--- config.mk ---
export PLATFORM = sky130hd
export DESIGN_NAME = instr_fetch
export DESIGN_NICKNAME = d
export VERILOG_FILES = /design/src/rtl/instr_fetch.sv
export SDC_FILE = /design/constraint.sdc
export NUM_CORES = 1
export LEC_CHECK = 0
export CORE_MARGIN = 3
export CORE_UTILIZATION = 39
export CTS_BUF_LIST = sky130_fd_sc_hd__clkbuf_4 sky130_fd_sc_hd__clkbuf_8
export DETAILED_ROUTE_END_ITERATION = 10
export MAX_ROUTING_LAYER = met4
export PLACE_DENSITY = 0.84
export SYNTH_ARGS = -nofsm -noshare
export SYNTH_HDL_FRONTEND = slang
export SYNTH_SLANG_ARGS = --single-unit
export TNS_END_PERCENT = 30
--- constraint.sdc ---
create_clock -name Clk -period 1.6 [get_ports Clk]
set_input_delay 0.48 -clock Clk [delete_from_list [all_inputs] [get_ports Clk]]
set_output_delay 0.48 -clock Clk [all_outputs]
set_load 0.005 [all_outputs]
--- src/rtl/instr_fetch.sv ---
// Instruction fetch unit: owns the PC, drives the synchronous ROM, squashes after taken branches.
// Optional FETCH_ICOUNT_EN adds a saturating 16-bit issued-instruction counter on IssueCount.
module instr_fetch #(
   parameter int unsigned PC_W = 10,
   parameter int unsigned IW   = 9
) (
   input  logic            Clk,
   input  logic            Reset,
   input  logic            Start,
   output logic [PC_W-1:0] RomAddr,
   input  logic [IW-1:0]   RomData,
   output logic [IW-1:0]   Instr,
   output logic            InstrValid,
   output logic [PC_W-1:0] PcOut,
   input  logic            Branch,
   input  logic            Taken,
   input  logic [PC_W-1:0] Target,
   output logic            Done
`ifdef FETCH_ICOUNT_EN
   ,
   output logic [15:0]     IssueCount
`endif
);

   typedef enum logic [1:0] {StIdle, StRun, StHalt} state_t;

   state_t          state_q, state_d;
   logic [PC_W-1:0] fp_q, fp_d;
   logic [PC_W-1:0] pc_q, pc_d;
   logic            valid_q, valid_d;
   logic            done_q, done_d;
   logic            halt;
   logic            squash;

   assign halt   = valid_q & (&RomData);
   // A taken branch kills the sequential word already being read from the ROM.
   assign squash = valid_q & Branch & Taken;

   always_comb begin
      state_d = state_q;
      fp_d    = fp_q;
      pc_d    = pc_q;
      valid_d = 1'b0;
      done_d  = done_q;
      unique case (state_q)
         StIdle: begin
            if (Start) begin
               state_d = StRun;
               fp_d    = '0;
            end
         end
         StRun: begin
            if (halt) begin
               state_d = StHalt;
               done_d  = 1'b1;
            end else begin
               pc_d    = fp_q;
               fp_d    = squash ? Target : fp_q + 1'b1;
               valid_d = !squash;
            end
         end
         StHalt: begin
            if (Start) begin
               state_d = StRun;
               fp_d    = '0;
               done_d  = 1'b0;
            end
         end
         default: state_d = StIdle;
      endcase
   end

   always_ff @(posedge Clk) begin
      if (Reset) begin
         state_q <= StIdle;
         fp_q    <= '0;
         pc_q    <= '0;
         valid_q <= 1'b0;
         done_q  <= 1'b0;
      end else begin
         state_q <= state_d;
         fp_q    <= fp_d;
         pc_q    <= pc_d;
         valid_q <= valid_d;
         done_q  <= done_d;
      end
   end

`ifdef FETCH_ICOUNT_EN
   logic [15:0] icnt_q, icnt_d;

   always_comb begin
      icnt_d = icnt_q;
      if (state_q != StRun && Start) begin
         icnt_d = '0;
      end else if (valid_q && !halt && icnt_q != 16'hFFFF) begin
         icnt_d = icnt_q + 16'd1;
      end
   end

   always_ff @(posedge Clk) begin
      if (Reset) begin
         icnt_q <= '0;
      end else begin
         icnt_q <= icnt_d;
      end
   end

   assign IssueCount = icnt_q;
`endif

   assign RomAddr    = fp_q;
   assign Instr      = RomData;
   assign InstrValid = valid_q;
   assign PcOut      = pc_q;
   assign Done       = done_q;

endmodule

==> results.toml <==
[global_route]
grt_pass1_wl_um = 7000
track_usage_pct = 22.4
grt_max_degree = 25
first_global_vias = 1413
global_route.overflow_total = 0
antenna_found_initial = 0

[yosys]
synth_ff_type = "dfxtp_1"
synth_area_per_cell_um2 = 9.24
syn-num-nets = 166
ys_async_sr_fraction_pct = 0
synth.distinct_cells = 43
synthTopCellsByArea = "dfxtp_1 37%, mux2i_1 7.7%, buf_4 5.2%"
netlist.top_cell.by_area = "dfxtp_1"
ys_seq_area_share_pct = 36.9
ys_ff_latch = 24
netlist.area_leader.share_pct = 36.9
synth_edf_count = 0
synthesis.area_um2 = 1300
yosysMostFrequentCell = "dfxtp_1"
synthCells = 141
synth_common_cells = "24 x dfxtp_1, 14 x nor2_1, 12 x nand2_1, 10 x mux2i_1, 9 x buf_4"
synthesis.yosys.warnings = 0

[placed_design]
dpl.hpwl_um = 2850
dpl_cell_area_um2 = 1910
port_buffers = 54
post-place-ws_ns = -0.651
gp_congestion = 0.883

[floorplan]
die_h_um = 63.8
die_w_um = 63.8
core-area_um2 = 3130
design.portCount = 55
std_cell_rows = 20
initial_core_util_pct = 41.6
die_area_um2 = 4070

[timing]
fmax_ghz = 0.605
rsz0062_at_grt = "yes"
worstMarginPinSlew_ns = 0.296
period_share_pct = 103
clock_skew_ns = 0.0170
fin_crit_ns = 1.65
setup_viol = 8
fin_ws_ns = -0.0530
holdWs_ns = 0.494
tns_ns = -0.233
finalHoldViolCount = 0
report.final.slew_viol_count = 0
slew_headroom_pct = 80.2

[route]
ant_nets = 0
drc = 0
post_drt_wl_per_cell_um = 16.8
dr.pass1.iters = 4
drt-total-wl_um = 4270
num_vias = 1389
via_per_inst = 5.47
initialDrtViolationCount = 150

[clock_tree]
clock_sinks = 24
cts_tree = "done"
cts_made_buffers = 3
cts_hold_buf = 0
h-tree-depth = 1
cts_root_buffer = "clkbuf_4"
insertion_delay_ns = 0.31
clockBufferDepth = 2
cts.clk_slew.worst_paths_ns = 0.12

[status]
status = "finished, violations left"
violations = "negative setup slack"

[finish]
fin_nets = 237
drive_above_1_share_pct = 35.2
syn2layout_area_growth_pct = 62.5
antennaDiodeCount = 0
final_cell_area_um2 = 2120
fin_util_pct = 67.7

[power_and_ir_drop]
ir_drop_v = 0.000380
p_leak_nw = 0.950
power.density_nw_per_um2 = 544

[setup_path]
startpoint_type = "input pin"
crit_arrival_ns = 1.85
cp_max_fo = 11
path_class = "in2reg"
worstSetupEndpointType = "register"
cp.required_ns = 1.79

[worst_hold_path]
hold_class = "reg2reg"

[job]
drv_cap = 0
kinds of logic (layout without fill, tap and decap cells):
family / after synthesis / in the layout / share of synthesized area [%]
AND/OR/NAND/NOR: 58 / 58 / 24.2
AO/OA/AOI/OAI: 30 / 30 / 18.8
flip-flops: 24 / 24 / 36.9
buffers and inverters: 18 / 87 / 11.4
multiplexers: 10 / 10 / 7.69
adder cells (fa/ha/maj): 1 / 1 / 0.960
area by class of cell:
type                       count  area, um^2
fill                         243        1010
multi-input combinational     99         741
clock buffer                   3        22.5
inverter                       1        3.75
timing repair buffer          83         769
sequential                    24         526
tap                           44        55.1
cell usage in the layout, fill, tap and decap left out, types with 3 or more instances in the layout:
master and n:
buf_12 3, mux2i_1 10, dfxtp_4 7, a21oi_1 3
nand4_1 3, o21a_1 3, dlygate4sd2_1 38, nor2_1 13
a211oi_2 4, or4_1 4, clkdlybuf4s15_1 3, clkdlybuf4s50_1 10
buf_6 4, clkbuf_4 3, nand2_1 11, a221o_1 6
buf_4 20, dfxtp_2 15, nor3_1 4, nand3_1 3
o21ai_0 3
registers in the layout, indices dropped and copies added (netlist names):
name        cells
state_q         2
PcOut          10
InstrValid      1
Done            1
RomAddr        10
worst max-delay path: stages:
cell and delay, ns:
dlygate4sd2_1 0.22, nand4_1 0.18, o311ai_4 0.33, buf_4 0.19
buf_12 0.13, a211oi_2 0.04, a221o_1 0.27
through the flow:
stage	total power, mW	instances
after global placement	0.858	241
after CTS	1.13	253
after global routing	1.21	254
after floorplan	0.738	141
after detailed placement	0.866	241
final	1.15	254
power breakdown:
group / leakage, nW / internal (mW) / switching [mW] / total [mW]
sequential: 0.207 / 0.598 / 0.0129 / 0.611
combinational: 0.729 / 0.163 / 0.117 / 0.281
clock: 0.0138 / 0.0877 / 0.173 / 0.260
per-layer routing:
metal	vias up	part of all wire [%]	global-route usage [%]
met5	-	0	-
met1	668	39	25.2
met2	51	55	40.5
met4	0	1.2	5.39
li1	664	-	-
met3	6	4.9	4.22
path summary, 6_finish.rpt:
path	end	slack [ns]	cells past startpoint	from
max	RomAddr[3]	-0.05	7	RomData[0]
min	PcOut[9]	0.49	2	PcOut[9]
min reg2reg	PcOut[9]	0.49	2	PcOut[9]
max reg2reg	RomAddr[3]	-0.03	6	InstrValid
what timing repair did:
item | in CTS | in global routing
setup endpoints to repair | 51 | 18
setup buffers | 10 | 1
resized for setup | 95 | 11
pin swaps | 9 | 7
(Power assumes the default switching activity.)
